`src/rtl/seq_frame_tx_if.sv`:
```
// rtl/seq_frame_tx_if.sv - frame request and serial output bundle for seq_frame_tx
interface seq_frame_tx_if #(
    parameter int DATA_W = 8
);
    logic              start;
    logic [DATA_W-1:0] data;
    logic              dout;
    logic              busy;
    logic              done;
    logic [2:0]        stat;

    modport master (output start, data, input dout, busy, done, stat);
    modport slave  (input start, data, output dout, busy, done, stat);
endinterface

```
`src/rtl/seq_frame_tx.sv`:
```
// rtl/seq_frame_tx.sv - Moore serial frame transmitter: sync word then payload, MSB first
module seq_frame_tx #(
    parameter int                SYNC_W = 4,
    parameter logic [SYNC_W-1:0] SYNC   = 4'b1101,
    parameter int                DATA_W = 8
) (
    input  logic           clk,
    input  logic           clr,
    seq_frame_tx_if.slave  bus
);
    localparam int FRAME_W = SYNC_W + DATA_W;
    localparam int MAX_W   = (SYNC_W > DATA_W) ? SYNC_W : DATA_W;
    localparam int CNT_W   = (MAX_W > 1) ? $clog2(MAX_W) : 1;
    localparam logic [CNT_W-1:0] SYNC_LAST = CNT_W'(SYNC_W - 1);
    localparam logic [CNT_W-1:0] DATA_LAST = CNT_W'(DATA_W - 1);

    typedef enum logic [2:0] {
        S_IDLE = 3'b000,
        S_SYNC = 3'b001,
        S_DATA = 3'b010,
        S_DONE = 3'b011
    } state_t;

    state_t             state, state_next;
    logic [FRAME_W-1:0] shreg, shreg_next;
    logic [CNT_W-1:0]   cnt, cnt_next;

    always_ff @(posedge clk or posedge clr) begin
        if (clr) begin
            state <= S_IDLE;
            shreg <= '0;
            cnt   <= '0;
        end else begin
            state <= state_next;
            shreg <= shreg_next;
            cnt   <= cnt_next;
        end
    end

    always_comb begin
        state_next = state;
        shreg_next = shreg;
        cnt_next   = cnt;
        case (state)
            S_IDLE: begin
                if (bus.start) begin
                    shreg_next = {SYNC, bus.data};
                    cnt_next   = '0;
                    state_next = S_SYNC;
                end
            end
            S_SYNC: begin
                shreg_next = {shreg[FRAME_W-2:0], 1'b0};
                if (cnt == SYNC_LAST) begin
                    cnt_next   = '0;
                    state_next = S_DATA;
                end else begin
                    cnt_next = cnt + CNT_W'(1);
                end
            end
            S_DATA: begin
                shreg_next = {shreg[FRAME_W-2:0], 1'b0};
                if (cnt == DATA_LAST) begin
                    cnt_next   = '0;
                    state_next = S_DONE;
                end else begin
                    cnt_next = cnt + CNT_W'(1);
                end
            end
            S_DONE:  state_next = S_IDLE;
            default: state_next = S_IDLE;
        endcase
    end

    // Outputs decode registered state only, so clr clears them without waiting for an edge.
    always_comb begin
        bus.dout = 1'b0;
        bus.busy = 1'b0;
        bus.done = 1'b0;
        bus.stat = state;
        case (state)
            S_SYNC, S_DATA: begin
                bus.dout = shreg[FRAME_W-1];
                bus.busy = 1'b1;
            end
            S_DONE: begin
                bus.busy = 1'b1;
                bus.done = 1'b1;
            end
            default: ;
        endcase
    end
endmodule
```
`src/flat_wrapper.sv`:
```
// flat-port wrapper written by rule: the top's interface ports become plain ports
module seq_frame_tx_flat 
#(
    parameter int                SYNC_W = 4,
    parameter logic [SYNC_W-1:0] SYNC   = 4'b1101,
    parameter int                DATA_W = 8
)
  (clk, clr, bus_start, bus_data, bus_dout, bus_busy, bus_done, bus_stat);
  seq_frame_tx_if #(.DATA_W(DATA_W)) bus_i ();
  input  logic clk;
  input  logic clr;
  input wire logic [$bits(bus_i.start)-1:0] bus_start;
  input wire logic [$bits(bus_i.data)-1:0] bus_data;
  output wire logic [$bits(bus_i.dout)-1:0] bus_dout;
  output wire logic [$bits(bus_i.busy)-1:0] bus_busy;
  output wire logic [$bits(bus_i.done)-1:0] bus_done;
  output wire logic [$bits(bus_i.stat)-1:0] bus_stat;
  assign bus_i.start = bus_start;
  assign bus_i.data = bus_data;
  assign bus_dout = bus_i.dout;
  assign bus_busy = bus_i.busy;
  assign bus_done = bus_i.done;
  assign bus_stat = bus_i.stat;
  seq_frame_tx #(.SYNC_W(SYNC_W), .SYNC(SYNC), .DATA_W(DATA_W)) u_core (.clk(clk), .clr(clr), .bus(bus_i));
endmodule
```
`config.mk`:
```
export PLATFORM = sky130hd
export DESIGN_NAME = seq_frame_tx_flat
export DESIGN_NICKNAME = d
export VERILOG_FILES = /design/src/rtl/seq_frame_tx_if.sv /design/src/rtl/seq_frame_tx.sv /design/src/flat_wrapper.sv
export SDC_FILE = /design/constraint.sdc
export NUM_CORES = 1
export LEC_CHECK = 0
export CAP_MARGIN = 20
export CORE_MARGIN = 2
export CORE_UTILIZATION = 51
export CTS_CLUSTER_SIZE = 28
export DETAILED_ROUTE_END_ITERATION = 8
export PLACE_DENSITY = 0.89
export SLEW_MARGIN = 20
export SYNTH_ARGS = -nofsm -noshare
export SYNTH_HDL_FRONTEND = slang
export SYNTH_SLANG_ARGS = --single-unit
```
`constraint.sdc`:
```
create_clock -name clk -period 2 [get_ports clk]
set_clock_uncertainty 0.05 [all_clocks]
set_input_delay 0.4 -clock clk [delete_from_list [all_inputs] [get_ports clk]]
set_output_delay 0.4 -clock clk [all_outputs]
set_load 0.02 [all_outputs]
```
==> results.json <==
{
  "clock_latency_ns": 0.28,
  "clkTransAtPathRegs_ns": 0.09,
  "cts-root-buf": "clkbuf_4",
  "critPathLaunchType": "register",
  "via_per_inst": 5.191,
  "clock_power_share": 0.093,
  "async_flop_share": 1.000,
  "dpl_cell_area_um2": 1157,
  "grt_max_degree": 25,
  "setup_ws_ns": 0.09147,
  "synth_area_um2": 973.4,
  "synthFlopType": "dfrtp_1",
  "status": "complete, no violations",
  "end_kind": "primary output",
  "p_sw_w": 0.0007873,
  "gr-total-overflow": 0,
  "cts_buffers": 3,
  "r2r_start": "u_core.bus.stat[0]",
  "avgRoutedWirePerCell_um": 12.40,
  "tightestPinTransition_ns": 0.6344,
  "syn_inst": 98,
  "drc": 0,
  "fin_tns_setup_ns": 0,
  "synth_area_per_cell_um2": 9.933,
  "power.leakage_nw": 0.5663,
  "dp_hpwl_um": 1364,
  "holdBufCountCts": 0,
  "synth-seq-cells": 17,
  "grt_pass1_vias": 688,
  "p_per_area_nw_per_um2": 1608,
  "synthTopCellsByArea": "dfrtp_1 44%, ha_1 12%, mux2i_1 8.2%",
  "antenna_cells": 0,
  "vdd_ir_drop_max_mv": 1.242,
  "wl_um": 1748,
  "core_area_um2": 1764,
  "drive_gt1_frac": 0.1034,
  "finalNonFillerCells": 141,
  "worstSetupPathType": "register to primary output",
  "r2r_cells": 5,
  "die_w_um": 47.69,
  "dp_cells": 137,
  "slew_headroom": 0.5766,
  "grt_pass1_wl_um": 2877,
  "routed-wl-met3_um": 72,
  "maxCapViolations": 0,
  "fillCellCount": 169,
  "critPathMaxFanout": 3,
  "drt.antenna.violating_nets": 0,
  "dieArea_um2": 2274,
  "drtIter0Drc": 3,
  "cts_max_level": 1,
  "boundaryPins": 17,
  "worstPathArrival_ns": 1.46,
  "r2r-end": "u_core.bus.stat[1]",
  "highest_layer": "met4",
  "yosysSeqAreaShare": 0.4370,
  "fin_crit_ns": 1.909,
  "synth_cell_type_count": 24,
  "track_usage": 0.1838,
  "cts_tree": "built",
  "fmax_mhz": 524.0,
  "hp-class": "input port to asynchronous set/reset pin",
  "syn_nets": 118,
  "utilization": 0.6695,
  "antenna_found_initial": 0,
  "yosys.area.top_type_share": 0.4370,
  "pwr-share-comb": 0.595,
  "clk_path_buf_depth": 2,
  "fin_crit_sh": 0.9543,
  "num_rows": 15,
  "required_ns": 1.55,
  "areaGrowthSynthToFinish_pct": 21.34,
  "drv_slew": 0,
  "cts.sinks": 17,
  "power_frac_seq": 0.313,
  "drtPass1Iterations": 2,
  "hold_violations": 0,
  "nNetsFinal": 137,
  "drt-met1-wl_um": 717,
  "r2r_setup_slack_ns": 0.31,
  "met2WireLength_um": 932,
  "grt_setup_unrepaired": "false",
  "multiInputGateArea_um2": 494.2,
  "p_sw_frac": 0.4145,
  "fp.dieH_um": 47.69,
  "final_cell_area_um2": 1181,
  "intPower_w": 0.001112,
  "synth_edf_count": 0,
  "ys_warn_count": 0,
  "finalSetupViolCount": 0,
  "regArea_um2": 425.4,
  "place_worst_setup_slack_ns": 0.1041,
  "port-buffer-count": 15,
  "gp_routability_congestion": 0.7886,
  "vias": 732,
  "synth_area_leader_cell": "dfrtp_1",
  "initial_core_util": 0.5518
}
[per-stage QoR]
| stage | power (W) | hold WS (ns) |
|---|---|---|
| final | 0.001900 | 0.4418 |
| after global routing | 0.002083 | 0.4809 |
| after CTS | 0.001919 | 0.4459 |
| after detailed placement | 0.001765 | 0.4243 |
| after global placement | 0.001690 | 0.4136 |
| after floorplan | 0.001413 | 0.2761 |
[cells by family (layout without fill, tap and decap cells)]
kind of cell               after synthesis  after routing  share of synthesized area
AOI/OAI and AO/OA                       21             21                     0.1285
adders and majority gates                9              9                     0.1157
buffers and inverters                   12             30                    0.05528
DFF                                     17             17                     0.4370
muxes                                    9              9                    0.09769
other                                    1              1                   0.003852
and+or+nand+nor                         29             29                     0.1620
[layer usage]
layer / up-vias / track usage
li1: 358 / -
met1: 353 / 0.2196
met2: 17 / 0.3013
met3: 4 / 0.03774
met4: 0 / 0.1135
met5: - / 0
[registers in the layout, summed over array words and instances, names as in the netlist]
name and flops:
u_core.shreg 12, u_core.bus.stat 2, u_core.cnt 3
[worst max-delay path, cell delays in order (launching register included)]
cell             delay (ns)
dfrtp_1                0.39
inv_2                  0.06
ha_1                   0.31
and2_1                 0.14
clkdlybuf4s15_1        0.28
[what timing repair did]
action                     CTS  global route
resized for setup            3             2
pin swaps                    0             0
gates cloned                 0             0
setup endpoints to repair    3             1
buffers inserted             0             0
[power groups by stage]
stage                     combinational [W]  clock, W  sequential, W
after global placement              0.00111         0       0.000585
after global routing                0.00127  0.000205       0.000610
final                               0.00113  0.000176       0.000594
after CTS                           0.00114  0.000184       0.000593
after floorplan                    0.000798         0       0.000615
after detailed placement            0.00117         0       0.000599
[cells in the mapped netlist, types with 2 or more instances]
library cell  count
buf_2             4
dfrtp_1          17
ha_1              9
inv_1             7
mux2i_1           8
nand2_1          15
nand2b_1          3
nand2b_4          2
nor2_1            2
nor2b_1           4
o21ai_0          14
[layout by cell type, fill, tap and decap left out]
| cell type | n |
|---|---|
| dfrtp_1 | 17 |
| inv_2 | 1 |
| clkdlybuf4s15_1 | 1 |
| nand2_1 | 15 |
| clkbuf_4 | 3 |
| nand2b_1 | 3 |
| buf_4 | 4 |
| nand3b_1 | 1 |
| mux2_4 | 1 |
| ha_1 | 9 |
| clkdlybuf4s50_1 | 12 |
| nor2_1 | 2 |
| nand2b_4 | 2 |
| o21ai_0 | 14 |
| o22a_1 | 1 |
| inv_1 | 6 |
| a21boi_0 | 1 |
| a22o_2 | 1 |
| dlygate4sd2_1 | 2 |
| conb_1 | 1 |
| and2_1 | 1 |
| a22oi_1 | 1 |
| o21ai_1 | 1 |
| a22o_1 | 1 |
| clkbuf_1 | 1 |
| o211ai_1 | 1 |
| or3b_1 | 1 |
| mux2i_1 | 8 |
| nor2b_1 | 4 |
[worst max-delay path by stage]
stage,from,endpoint,slack (ns),cells past startpoint
detailed placement,u_core.bus.stat[0],bus_dout,0.10,4
global route,u_core.bus.stat[1],bus_dout,0.03,4
CTS,u_core.bus.stat[0],bus_dout,0.04,4
finish,u_core.bus.stat[0],bus_dout,0.09,4
floorplan,u_core.bus.stat[0],bus_dout,0.02,5
global placement,u_core.bus.stat[0],bus_dout,0.18,4
[layout make-up]
| class | count | share of cell area |
|---|---|---|
| inverters | 7 | 0.02225 |
| multi-input cells | 69 | 0.4184 |
| flip-flops and latches | 17 | 0.3602 |
| clock buffers | 4 | 0.02225 |
| repair buffers | 19 | 0.1504 |
| well taps | 25 | 0.02648 |
No activity file was read; power rests on OpenSTA's default activity.
